**src/rtl/cpu_run_monitor.sv**
```systemverilog
// -----------------------------------------------------------------------------
// cpu_run_monitor
//
// Launches and supervises one run of a small CPU core. A start pulse holds
// the core in reset for RST_CYCLES cycles. The core then runs until its PC
// reaches HALT_PC or until TIMEOUT run cycles have elapsed. While it runs, the
// ALU results are folded into a MISR signature. Overflow events and run cycles
// are also counted. At the end of the run the signature is compared with a
// golden value.
//
// Ports
//   clk         in   1       clock
//   rst         in   1       asynchronous active-high reset
//   start       in   1       one-cycle launch request (taken in IDLE / DONE)
//   pc_in       in   DATA_W  CPU program counter
//   alu_in      in   DATA_W  CPU ALU result
//   alu_ovf_in  in   1       CPU ALU overflow flag
//   cpu_rst     out  1       reset driven to the CPU (low only in RUN)
//   running     out  1       high in RUN
//   done        out  1       high in DONE
//   pass        out  1       run halted with the golden signature
//   timeout     out  1       run ended by timeout
//   cycles      out  16      RUN cycle count
//   signature   out  DATA_W  MISR value
//   ovf_count   out  8       saturating overflow event count
// -----------------------------------------------------------------------------
module cpu_run_monitor #(
    parameter int                 DATA_W     = 32,
    parameter int                 RST_CYCLES = 4,
    parameter int                 TIMEOUT    = 1024,
    parameter logic [DATA_W-1:0]  HALT_PC    = 32'h0000_00FC,
    parameter logic [DATA_W-1:0]  SIG_SEED   = 32'hFFFF_FFFF,
    parameter logic [DATA_W-1:0]  SIG_POLY   = 32'h04C1_1DB7,
    parameter logic [DATA_W-1:0]  EXPECT_SIG = 32'h0000_0000
) (
    input  logic              clk,
    input  logic              rst,
    input  logic              start,
    input  logic [DATA_W-1:0] pc_in,
    input  logic [DATA_W-1:0] alu_in,
    input  logic              alu_ovf_in,
    output logic              cpu_rst,
    output logic              running,
    output logic              done,
    output logic              pass,
    output logic              timeout,
    output logic [15:0]       cycles,
    output logic [DATA_W-1:0] signature,
    output logic [7:0]        ovf_count
);

    localparam logic [1:0] S_IDLE  = 2'd0;
    localparam logic [1:0] S_RESET = 2'd1;
    localparam logic [1:0] S_RUN   = 2'd2;
    localparam logic [1:0] S_DONE  = 2'd3;

    // The down-counter is loaded with RST_CYCLES-1 on entry, so RESET lasts
    // exactly RST_CYCLES cycles including the terminal zero count.
    localparam logic [7:0]  C_RST_LOAD = 8'(RST_CYCLES - 1);
    // Comparing the count before the increment means the last permitted
    // run cycle is the one on which cycles reaches TIMEOUT.
    localparam logic [15:0] C_LAST_CYC = 16'(TIMEOUT - 1);

    logic [1:0]        r_state;
    logic [7:0]        r_rst_cnt;
    logic [15:0]       r_cycles;
    logic [DATA_W-1:0] r_sig;
    logic [7:0]        r_ovf;
    logic              r_pass;
    logic              r_timeout;

    logic [DATA_W-1:0] w_shift;
    logic [DATA_W-1:0] w_fold;
    logic              w_halt;
    logic              w_last;

    // MISR shift: bit 0 takes a zero, and every other bit takes its lower neighbour.
    genvar gi;
    generate
        for (gi = 0; gi < DATA_W; gi++) begin : g_shift
            if (gi == 0) begin : g_lsb
                assign w_shift[gi] = 1'b0;
            end else begin : g_bit
                assign w_shift[gi] = r_sig[gi-1];
            end
        end
    endgenerate

    assign w_fold = w_shift ^ (r_sig[DATA_W-1] ? SIG_POLY : '0) ^ alu_in;
    assign w_halt = (pc_in == HALT_PC);
    assign w_last = (r_cycles == C_LAST_CYC);

    always_ff @(posedge clk or posedge rst) begin
        if (rst) begin
            r_state   <= S_IDLE;
            r_rst_cnt <= '0;
            r_cycles  <= '0;
            r_sig     <= SIG_SEED;
            r_ovf     <= '0;
            r_pass    <= 1'b0;
            r_timeout <= 1'b0;
        end else begin
            case (r_state)
                S_IDLE, S_DONE: begin
                    // A relaunch from DONE is identical to a launch from IDLE.
                    if (start) begin
                        r_state   <= S_RESET;
                        r_rst_cnt <= C_RST_LOAD;
                        r_cycles  <= '0;
                        r_sig     <= SIG_SEED;
                        r_ovf     <= '0;
                        r_pass    <= 1'b0;
                        r_timeout <= 1'b0;
                    end
                end
                S_RESET: begin
                    if (r_rst_cnt == 8'd0) begin
                        r_state <= S_RUN;
                    end else begin
                        r_rst_cnt <= r_rst_cnt - 8'd1;
                    end
                end
                S_RUN: begin
                    r_cycles <= r_cycles + 16'd1;
                    if (alu_ovf_in && (r_ovf != 8'hFF)) begin
                        r_ovf <= r_ovf + 8'd1;
                    end
                    if (w_halt) begin
                        // Halt has priority over timeout. The signature is frozen,
                        // and it is judged as it stood before this cycle.
                        r_state <= S_DONE;
                        r_pass  <= (r_sig == EXPECT_SIG);
                    end else begin
                        r_sig <= w_fold;
                        if (w_last) begin
                            r_state   <= S_DONE;
                            r_timeout <= 1'b1;
                            r_pass    <= 1'b0;
                        end
                    end
                end
                default: r_state <= S_IDLE;
            endcase
        end
    end

    assign cpu_rst   = (r_state != S_RUN);
    assign running   = (r_state == S_RUN);
    assign done      = (r_state == S_DONE);
    assign pass      = r_pass;
    assign timeout   = r_timeout;
    assign cycles    = r_cycles;
    assign signature = r_sig;
    assign ovf_count = r_ovf;

endmodule

```
**config.mk**
```make
export PLATFORM = sky130hd
export DESIGN_NAME = cpu_run_monitor
export DESIGN_NICKNAME = d
export VERILOG_FILES = /design/src/rtl/cpu_run_monitor.sv
export SDC_FILE = /design/constraint.sdc
export NUM_CORES = 1
export LEC_CHECK = 0
export CAP_MARGIN = 5
export CORE_MARGIN = 5
export CORE_UTILIZATION = 46
export DETAILED_ROUTE_END_ITERATION = 16
export GPL_ROUTABILITY_DRIVEN = 0
export PLACE_DENSITY = 0.81
export SETUP_SLACK_MARGIN = 0.02
export SKIP_CTS_REPAIR_TIMING = 1
export SYNTH_ARGS = -nofsm -noshare
export SYNTH_HDL_FRONTEND = slang
export SYNTH_SLANG_ARGS = --single-unit
```
**constraint.sdc**
```tcl
create_clock -name clk -period 2.5 [get_ports clk]
set_clock_uncertainty 0.05 [all_clocks]
set_input_delay 0.625 -clock clk [delete_from_list [all_inputs] [get_ports clk]]
set_output_delay 0.625 -clock clk [all_outputs]
set_load 0.01 [all_outputs]
```
Word-level counts from Yosys, hierarchy flattened:

Cells that the tools add are included.

* register bits: 68
* output and inout bits: 61
* word-level logic and storage cells: 64

* $add $sub $neg: 3
* equality and inequality tests: 14
* muxes and demuxes: 24
* bitwise gates (word level): 2
* reduce and logical (&&, ||, !) cells: 14

Operator list (number)
* $mux W32: 2
* $pmux W32 S2: 1
* $eq A32 B8 Y1 const B: 1
* $logic_not A32 Y1: 1
* $mux W8: 4
* $pmux W16 S2: 1
* $pmux W8 S2: 2
* $xor A32 B27 Y32: 1
* $xor A32 B32 Y32: 1
* $mux W27: 1
* $add A16 B1 Y16 const B: 1
* $eq A16 B10 Y1 const B: 1
* $mux W16: 1
* $reduce_and A3 Y1: 5
* $ne A2 B2 Y1 const B: 5
* $add A8 B1 Y8 const B: 1
* $logic_not A8 Y1: 1
* $mux W2: 4
* $ne A8 B8 Y1 const B: 1
* $sub A8 B1 Y8 const B: 1
* $pmux W2 S3: 1
* $mux W1: 5
* $eq A2 B2 Y1 const B: 2
* $ne A2 B1 Y1 const B: 2
* other kinds (9): 11

Longest topological paths before layout:

Gate-level depths: netlist of run 1.

* depth in word-level cells: 5
* depth in mapped cells: 10
* gate-level depth less buffers: 7

Least setup slack after synthesis of run 1:

OpenSTA, ideal clock, no wires.

* path type: reg-to-reg
* start: register r_state[0]
* end: register r_sig[2], in the netlist signature[2]
* setup time: 0.078 ns
* arrival: 1.983 ns
* slack: 0.390 ns
* stages on the path, launching flop included: 11
* cell sequence: dfrtp_1 inv_1 ha_1 nor2b_1 clkbuf_1 nor2_2 nand2_1 or2_1 buf_6 buf_8 o22a_2

* word-level cells in the longest chain between the ends: 4

Ends and longest elaborated chain
* start: declaration: line 64 `logic [1:0] r_state;`
* start signal: assignment: line 95 `r_state <= S_IDLE;`
* start signal: assignment: line 107 `r_state <= S_RESET;`
* start signal: assignment: line 118 `r_state <= S_RUN;`
* $eq A2 B2 Y1 / $logic_not A2 Y1 (equally long branches): line 103 `case (r_state)`
* $reduce_or A2 Y1: line 103
* $ne A2 B2 Y1 (no source line) / $reduce_bool A2 Y1 (equally long branches)
* $reduce_and A3 Y1 (no source line)
* end signal: assignment: line 134 `r_sig <= w_fold;`
* end: declaration: line 67 `logic [DATA_W-1:0] r_sig;`

Parallel ways exist; a longest one is shown, timed or not.
A chain may end at the register's enable or synchronous reset.

Worst setup path after layout of run 1:

* start: register r_state[0]
* end: output port cpu_rst

* word-level cells in the longest chain between the ends: 1

Ends and longest elaborated chain
* $ne A2 B2 Y1: line 147 `assign cpu_rst = (r_state != S_RUN);`
* end: declaration: line 42 `output logic cpu_rst,`

Every way passes these cells.

==> impl_metrics.json, run 1 <==
{
  "seqCellArea_sq_um": 1740,
  "portBuffers": 128,
  "slew_violations": 0,
  "fin_crit_ns": 2.34,
  "worstMarginPinSlew_ns": 0.624,
  "rows": 33,
  "fin_tns_setup_ns": 0,
  "cts_num_sinks": 68,
  "antenna_left": 0,
  "p_sw_share_pct": 38.2,
  "die_y_um": 101,
  "drive_gt1_share_pct": 17.8,
  "grt_pass1_wl_mm": 16.3,
  "start_util_pct": 46.6,
  "hold_end": "pass$_DFFE_PP0P_",
  "rsz0062_at_grt": "false",
  "cts_tree": "built",
  "hold_start": "pass$_DFFE_PP0P_",
  "clkTransAtPathRegs_ns": 0.07,
  "grt-ovfl-total": 0,
  "synth_top_area_share_pct": 23.9,
  "yosys_warnings": 0,
  "clock_latency_ns": 0.34,
  "comb_power_share_pct": 49.0,
  "n_antenna_cell": 0,
  "final_nets": 572,
  "ios": 129,
  "crit_fanout": 6,
  "r2r_end": "ovf_count[5]$_DFFE_PP0P_",
  "pwr-share-clk_pct": 16.2,
  "core_sq_um": 8090,
  "switching_power_mw": 2.12,
  "regToRegSetupSlack_ns": 0.34,
  "dpl.hpwl_mm": 7.35,
  "synthFlopType": "dfrtp_1",
  "dr_total_vias": 3346,
  "vias_per_cell": 5.52,
  "synth_area_sq_um": 3770,
  "htree_levels": 3,
  "hold_viol_final": 0,
  "n_fill_cell": 651,
  "firstDrtPassIters": 4,
  "clk_path_buf_depth": 2,
  "dr.first_iter.drc_count": 154,
  "synth_cell_type_count": 46,
  "yosys.area.top_type": "dfrtp_1",
  "synth-seq-area-share_pct": 46.2,
  "area.growth.synth_to_final_pct": 44.0,
  "p_leak_nw": 2.07,
  "grt.total_usage_pct": 20.1,
  "multiInputGateArea_sq_um": 1880,
  "dieArea_sq_um": 10100,
  "fmax_mhz": 427,
  "cts-root-buf": "clkbuf_8",
  "regToRegStartpoint": "ovf_count[0]$_DFFE_PP0P_",
  "syn_inst": 357,
  "wl_mm": 9.85,
  "relSlewSlack_pct": 58.0,
  "synth_nets": 433,
  "grt_pass1_vias": 3482,
  "synth-edff-count": 0,
  "hp-class": "flip-flop to flip-flop",
  "grt_max_degree": 69,
  "synth_area_leaders": "dfrtp_1 (24%), dfstp_2 (22%), xnor2_1 (7.7%), xor2_1 (6.3%), o22a_2 (5.0%)",
  "ys_ff_latch": 68,
  "vdd_drop_max_mv": 0.426,
  "die_w_um": 101,
  "place_area_sq_um": 5210,
  "cts_buffers": 9,
  "internal_power_mw": 3.43,
  "cp-end-kind": "output port",
  "final_cell_area_sq_um": 5420,
  "drc": 0,
  "syn_avg_cell_area_sq_um": 10.6,
  "path_class": "flip-flop to output port",
  "p_seq_share_pct": 34.8,
  "post-route-period-util_pct": 93.6,
  "drv_cap": 0,
  "routedWlPerCell_um": 16.3,
  "antenna_found_initial": 0,
  "reg2reg_depth": 6,
  "worstPathArrival_ns": 1.66,
  "finalSetupViolations": 0,
  "cp_data_required_time_ns": 1.82,
  "powerDensity_nw_per_um2": 1020,
  "critPathLaunchType": "flip-flop",
  "min_path_cells": 1,
  "synthArstFlopShare_pct": 100,
  "status": "finished clean"
}
[synthesized netlist by cell type, types with 2 or more instances]
master    number
a21oi_1        6
and2_1         2
and3_1         5
and4_1         2
buf_6          4
buf_8          3
clkbuf_1       7
dfrtp_1       36
dfstp_2       32
ha_1           8
inv_1          8
mux2i_1        5
nand2_1       24
nand3_1       16
nand3b_1       4
nand4_1        7
nor2_1        26
nor3_1         7
nor4_1        18
nor4b_1        3
o21ai_0       16
o221ai_1       2
o22a_1        13
o22a_2        19
o31ai_1        3
or2_1          2
or3_1          2
xnor2_1       33
xor2_1        27
[final cells by class]
cell class	count	area share, %
clock buffers	11	3.00
clock inverters	5	0.738
inverters	9	0.623
multi-input cells	265	34.7
flip-flops and latches	68	32.1
well taps	105	2.42
repair buffers	143	26.4
[placed cells by master (no fill, tap or decap), types with 18 or more instances in the layout]
| master | instances |
|---|---|
| xnor2_1 | 33 |
| xor2_1 | 27 |
| nor4_1 | 18 |
| o22a_2 | 19 |
| dfstp_2 | 32 |
| dfrtp_1 | 36 |
| nand2_1 | 24 |
| clkdlybuf4s50_1 | 128 |
| nor2_1 | 26 |
[worst max-delay path: stages, from the launching register on]
cell	delay [ns]
dfrtp_1	0.42
inv_1	0.14
ha_4	0.19
clkinv_1	0.10
clkdlybuf4s50_1	0.49
[how the worst max path moves through the flow]
stage,start,endpoint,slack [ns],cells after the start
detailed placement,pc_in[17],signature[27]$_DFFE_PP1P_,-0.18,7
finish,r_state[0]$_DFFE_PP0P_,cpu_rst,0.16,4
global placement,pc_in[26],signature[10]$_DFFE_PP1P_,-0.15,7
CTS,r_state[0]$_DFFE_PP0P_,cpu_rst,-0.03,4
floorplan,rst,cycles[0]$_DFFE_PP0P_,0.17,1
global route,r_state[0]$_DFFE_PP0P_,cpu_rst,0.02,4
[state kept, by name (all words and copies together), names as in the netlist]
register and cells:
signature 32, cycles 16, pass 1, r_rst_cnt 8, ovf_count 8, r_state 2, timeout 1
[power by group through the flow]
stage | logic [mW] | clock network (mW) | registers [mW]
2_1_floorplan | 1.56 | 0 | 1.97
3_3_place_gp | 2.61 | 0 | 1.92
3_5_place_dp | 2.68 | 0 | 1.94
4_1_cts | 2.70 | 0.917 | 1.92
5_1_grt | 2.95 | 0.969 | 1.98
6_report | 2.72 | 0.897 | 1.93
[cell families after synthesis]
logic type	count (synthesis)	synth area share, %
flip-flops	68	46.2
AO/OA/AOI/OAI	67	13.9
buffers and inverters	24	4.12
adder cells (fa/ha/maj)	8	2.66
multiplexers	5	1.33
XOR/XNOR	60	13.9
AND/OR/NAND/NOR	125	17.8
[through the flow]
stage               util, %  hold WS (ns)  std cells  power (mW)  setup WS (ns)
floorplan                 -         0.455        357        3.54          0.166
global placement       64.4         0.432        590        4.53         -0.155
detailed placement     64.4         0.437        590        4.62         -0.184
CTS                    66.9         0.454        606        5.54        -0.0260
global route           67.0         0.486        606        5.90         0.0213
finish                 67.0         0.452        606        5.54          0.160
[metal layers]
layer | global-route usage (%) | wire, um
met1 | 25.3 | 4090
met2 | 33.7 | 4850
met3 | 6.51 | 836
met4 | 4.66 | 68
met5 | 0 | 0
No activity file was read; power rests on OpenSTA's default activity.
==> run 2: changes to the inputs <==
- CORE_UTILIZATION: 46 -> 41
- PLACE_DENSITY: 0.81 -> 0.76
- clock period: 2.5 -> 1.95 ns (I/O delays scaled with it)
==> run 2 against run 1 <==
Net effect: clock power grew 24%; sequential cell count unchanged; design area up 13%; total power increased by 43%; via count increased by 4.8%; first-iteration DRC count is 24% higher; sequential power up 28%; core utilization up 0.31 points; largest cell class unchanged; highest routed layer unchanged.
==> impl_metrics.json, run 2 (synthesized netlist as in run 1, its figures left out) <==
{
  "clk_path_buf_depth": 2,
  "grt_pass1_vias": 3621,
  "fin_crit_ns": 1.88,
  "drc": 0,
  "grt-ovfl-total": 0,
  "dr.first_iter.drc_count": 191,
  "grt_max_degree": 69,
  "start_util_pct": 41.4,
  "hp-class": "flip-flop to flip-flop",
  "routedWlPerCell_um": 18.4,
  "drive_gt1_share_pct": 31.1,
  "min_path_cells": 1,
  "finalSetupViolations": 0,
  "fmax_mhz": 532,
  "vdd_drop_max_mv": 0.564,
  "place_ws_ns": -0.574,
  "largest_reg_flops": 32,
  "placedCellCount": 620,
  "htree_levels": 3,
  "cts_buffers": 9,
  "place_area_sq_um": 5430,
  "relSlewSlack_pct": 72.9,
  "n_fill_cell": 681,
  "grt.total_usage_pct": 19.2,
  "cts_tree": "built",
  "final_nets": 605,
  "reg2reg_depth": 9,
  "final_common_cell": "dlymetal6s2s_1",
  "p_leak_nw": 2.70,
  "antenna_left": 0,
  "die_w_um": 106,
  "n_antenna_cell": 0,
  "layout_common_cells": "dlymetal6s2s_1 (70), clkdlybuf4s50_1 (58), buf_4 (35)",
  "die_y_um": 106,
  "rows": 35,
  "critPathLaunchType": "flip-flop",
  "crit_fanout": 8,
  "wl_mm": 11.8,
  "cts_num_sinks": 68,
  "setup_ws_ns": 0.0698,
  "drv_cap": 0,
  "clkTransAtPathRegs_ns": 0.08,
  "powerDensity_nw_per_um2": 1290,
  "ios": 129,
  "post-route-period-util_pct": 96.4,
  "area.growth.synth_to_final_pct": 62.8,
  "portBuffers": 128,
  "worstPathArrival_ns": 2.11,
  "status": "finished clean",
  "slew_violations": 0,
  "vias_per_cell": 5.44,
  "cp_data_required_time_ns": 2.18,
  "core_sq_um": 9110,
  "rsz0062_at_grt": "true",
  "dpl.hpwl_mm": 7.91,
  "path_class": "flip-flop to flip-flop",
  "dieArea_sq_um": 11200,
  "antenna_found_initial": 0,
  "dr_total_vias": 3508,
  "cp-end-kind": "flip-flop",
  "final_cells": 645,
  "clock_latency_ns": 0.35,
  "hold_viol_final": 0,
  "grt_pass1_wl_mm": 17.4,
  "worstMarginPinSlew_ns": 0.402,
  "cts-root-buf": "clkbuf_8",
  "final_cell_area_sq_um": 6130,
  "firstDrtPassIters": 4
}
[run 2: final cells by class]
type                            instances  area (sq um)  share of cell area [%]
Clock buffer                           12           166                    2.71
Clock inverter                          4          22.5                   0.367
Inverter                                9          40.0                   0.653
Multi-Input combinational cell        265          2060                    33.6
Sequential cell                        68          1760                    28.7
Tap cell                              111           139                    2.26
Timing Repair Buffer                  176          1950                    31.7
[run 2: stage by stage]
step	util (%)	total power [mW]	hold WS, ns	setup TNS (ns)
final	67.3	7.92	0.479	0
after global routing	67.3	8.41	0.494	-0.00328
after CTS	61.7	7.41	0.482	-10.74
after detailed placement	59.6	6.27	0.450	-28.54
after global placement	59.6	6.18	0.451	-26.07
after floorplan	-	4.59	0.455	-0.551
[run 2: path summary, 6_finish.rpt]
| path | from | to | slack, ns |
|---|---|---|---|
| max | r_state[1]$_DFFE_PP0P_ | signature[1]$_DFFE_PP1P_ | 0.07 |
| min | pass$_DFFE_PP0P_ | pass$_DFFE_PP0P_ | 0.48 |
| max reg2reg | r_state[1]$_DFFE_PP0P_ | signature[1]$_DFFE_PP1P_ | 0.07 |
| min reg2reg | pass$_DFFE_PP0P_ | pass$_DFFE_PP0P_ | 0.48 |
| max in group asynchronous | rst | signature[26]$_DFFE_PP1P_ | 0.98 |
| min in group asynchronous | rst | r_rst_cnt[7]$_DFFE_PP0P_ | 0.54 |
[run 2: routing by layer]
metal | vias up | global-route usage, % | share of wire [%]
met1 | 1712 | 23.6 | 42
met2 | 142 | 32.7 | 49
met4 | 0 | 5.55 | 1.0
li1 | 1639 | - | -
met5 | - | 0 | 0
met3 | 15 | 5.76 | 8.1
[run 2: critical path, stage by stage, from the launching register on]
cell and delay, ns:
dfrtp_1 0.40, buf_6 0.12, inv_4 0.03, ha_4 0.17, buf_6 0.12, nor2_4 0.15, nand2_2 0.08, or2_4 0.30
clkbuf_16 0.18, o22a_2 0.20
[run 2: power by group]
part           internal, mW  leakage, nW  switching (mW)
sequential             2.00        0.800           0.465
combinational          2.32         1.80            2.01
clock                 0.568       0.0973           0.544
==> run 3: changes to the inputs <==
- CELL_PAD_IN_SITES_DETAIL_PLACEMENT: default -> 1
- CELL_PAD_IN_SITES_GLOBAL_PLACEMENT: default -> 2
- CORE_UTILIZATION: 41 -> 25
- PLACE_DENSITY: 0.76 -> default
- PLACE_DENSITY_LB_ADDON: default -> 0.1
==> run 3 against run 2 <==
Net effect: the run now ends with negative setup slack left; critical path depth decreased by 3; worst setup slack got worse by 0.092 ns; hold slack got worse by 0.032 ns; combinational power increased by 4%; wire length increased by 13%; non-clock buffer count increased by 10; sequential cell count unchanged.
==> impl_metrics.json, run 3 (synthesized netlist as in run 1, its figures left out) <==
{
  "start_util_pct": 25.7,
  "antenna_found_initial": 0,
  "finalSetupViolations": 2,
  "clkTransAtPathRegs_ns": 0.06,
  "critPathTopFamily": "compound AO/OA/AOI/OAI gates",
  "fin_crit_ns": 1.97,
  "n_antenna_cell": 0,
  "grt_pass1_vias": 3741,
  "crit_buf_inv": 1,
  "drc": 0,
  "vias_per_cell": 4.73,
  "path_cells": "ha_2 -> and3_4 -> and3_4 -> a311o_1 -> buf_4 -> a221o_1",
  "largest_reg_flops": 32,
  "area.growth.synth_to_final_pct": 71.0,
  "cts_buffers": 9,
  "drive_gt1_share_pct": 31.4,
  "violations": "negative setup slack",
  "die_w_um": 133,
  "post-route-period-util_pct": 101,
  "hold_viol_final": 0,
  "total_power_mw": 8.77,
  "worstMarginPinSlew_ns": 0.426,
  "final_common_cell": "dlymetal6s2s_1",
  "routedWlPerCell_um": 18.3,
  "firstDrtPassIters": 4,
  "clk_path_buf_depth": 2,
  "cts_num_sinks": 68,
  "crit_path_top_delay_cell": "a311o_1",
  "dr.first_iter.drc_count": 100,
  "worstPathArrival_ns": 2.15,
  "vdd_drop_max_mv": 0.494,
  "portBuffers": 128,
  "cp_data_required_time_ns": 2.12,
  "hold-worst-slack_ns": 0.447,
  "grt_pass1_wl_mm": 20.0,
  "clock_latency_ns": 0.34,
  "core_sq_um": 14600,
  "layout_common_cells": "dlymetal6s2s_1 (68), clkdlybuf4s50_1 (60), buf_4 (47)",
  "powerDensity_nw_per_um2": 1360,
  "rows": 44,
  "cp-end-kind": "flip-flop",
  "drv_cap": 0,
  "status": "finished with violations",
  "dr_total_vias": 3443,
  "path_class": "flip-flop to flip-flop",
  "grt-ovfl-total": 0,
  "fmax_mhz": 507,
  "dpl.hpwl_mm": 9.11,
  "dieArea_sq_um": 17600,
  "hp-class": "flip-flop to flip-flop",
  "setup_ws_ns": -0.0222,
  "ios": 129,
  "antenna_left": 0,
  "grt.total_usage_pct": 14.2,
  "grt_max_degree": 69,
  "cts-root-buf": "clkbuf_16",
  "slew_violations": 0,
  "final_nets": 615,
  "relSlewSlack_pct": 71.4,
  "place_ws_ns": -0.703,
  "max_stage_delay_ns": 0.40,
  "die_y_um": 133,
  "cts_tree": "built",
  "rsz0062_at_grt": "true",
  "p_leak_nw": 2.82,
  "fin_tns_setup_ns": -0.0308,
  "cp_common_cell": "and3_4",
  "crit_fanout": 3,
  "wl_mm": 13.3,
  "htree_levels": 3,
  "critPathLaunchType": "flip-flop"
}
run 3: changes by cell type in the layout (fill, tap and decap cells not counted), moves of 3 or more:
cell       before  now
dfrtp_1        22   28
buf_4          35   47
clkinv_2        3    0
o21ai_1         4    1
clkbuf_16       5   13
clkbuf_8       10    2
dfrtp_2        14    8
run 3: area by class of cell:
class,instances,area (sq um)
clock buffers,12,278
clock inverters,4,52.6
fillers,1590,8200
inverters,9,37.5
multi-input cells,265,2100
flip-flops and latches,68,1750
well taps,184,230
repair buffers,186,2000
run 3: final timing paths:
check / from / endpoint / slack (ns) / cells past startpoint
hold / removal: pass$_DFFE_PP0P_ / pass$_DFFE_PP0P_ / 0.45 / 1
max in group asynchronous: rst / signature[30]$_DFFE_PP1P_ / 0.95 / 3
min in group asynchronous: rst / cycles[5]$_DFFE_PP0P_ / 0.56 / 3
setup reg to reg: ovf_count[0]$_DFFE_PP0P_ / ovf_count[7]$_DFFE_PP0P_ / -0.02 / 6
setup / recovery: ovf_count[0]$_DFFE_PP0P_ / ovf_count[7]$_DFFE_PP0P_ / -0.02 / 6
hold reg to reg: pass$_DFFE_PP0P_ / pass$_DFFE_PP0P_ / 0.45 / 1
run 3: through the flow:
step	util, %	cells	cell area, sq um
floorplan	-	357	3800
global placement	38.1	700	5570
detailed placement	38.1	700	5570
CTS	40.3	716	5900
global route	44.0	728	6440
finish	44.0	728	6440
run 3: power by group:
group | internal (mW) | switching [mW] | leakage (nW)
Combinational | 2.36 | 2.14 | 1.85
Sequential | 2.01 | 0.462 | 0.810
Clock | 1.14 | 0.666 | 0.160
Total | 5.50 | 3.27 | 2.82
run 3: per-layer routing:
| layer | up-vias | share of wire, % | routed length (um) | GRT usage [%] |
|---|---|---|---|---|
| li1 | 1666 | - | - | - |
| met1 | 1691 | 46 | 6090 | 18.1 |
| met2 | 72 | 49 | 6580 | 23.6 |
| met3 | 14 | 3.5 | 463 | 3.42 |
| met4 | 0 | 1.4 | 193 | 4.56 |
| met5 | - | 0 | 0 | 0 |
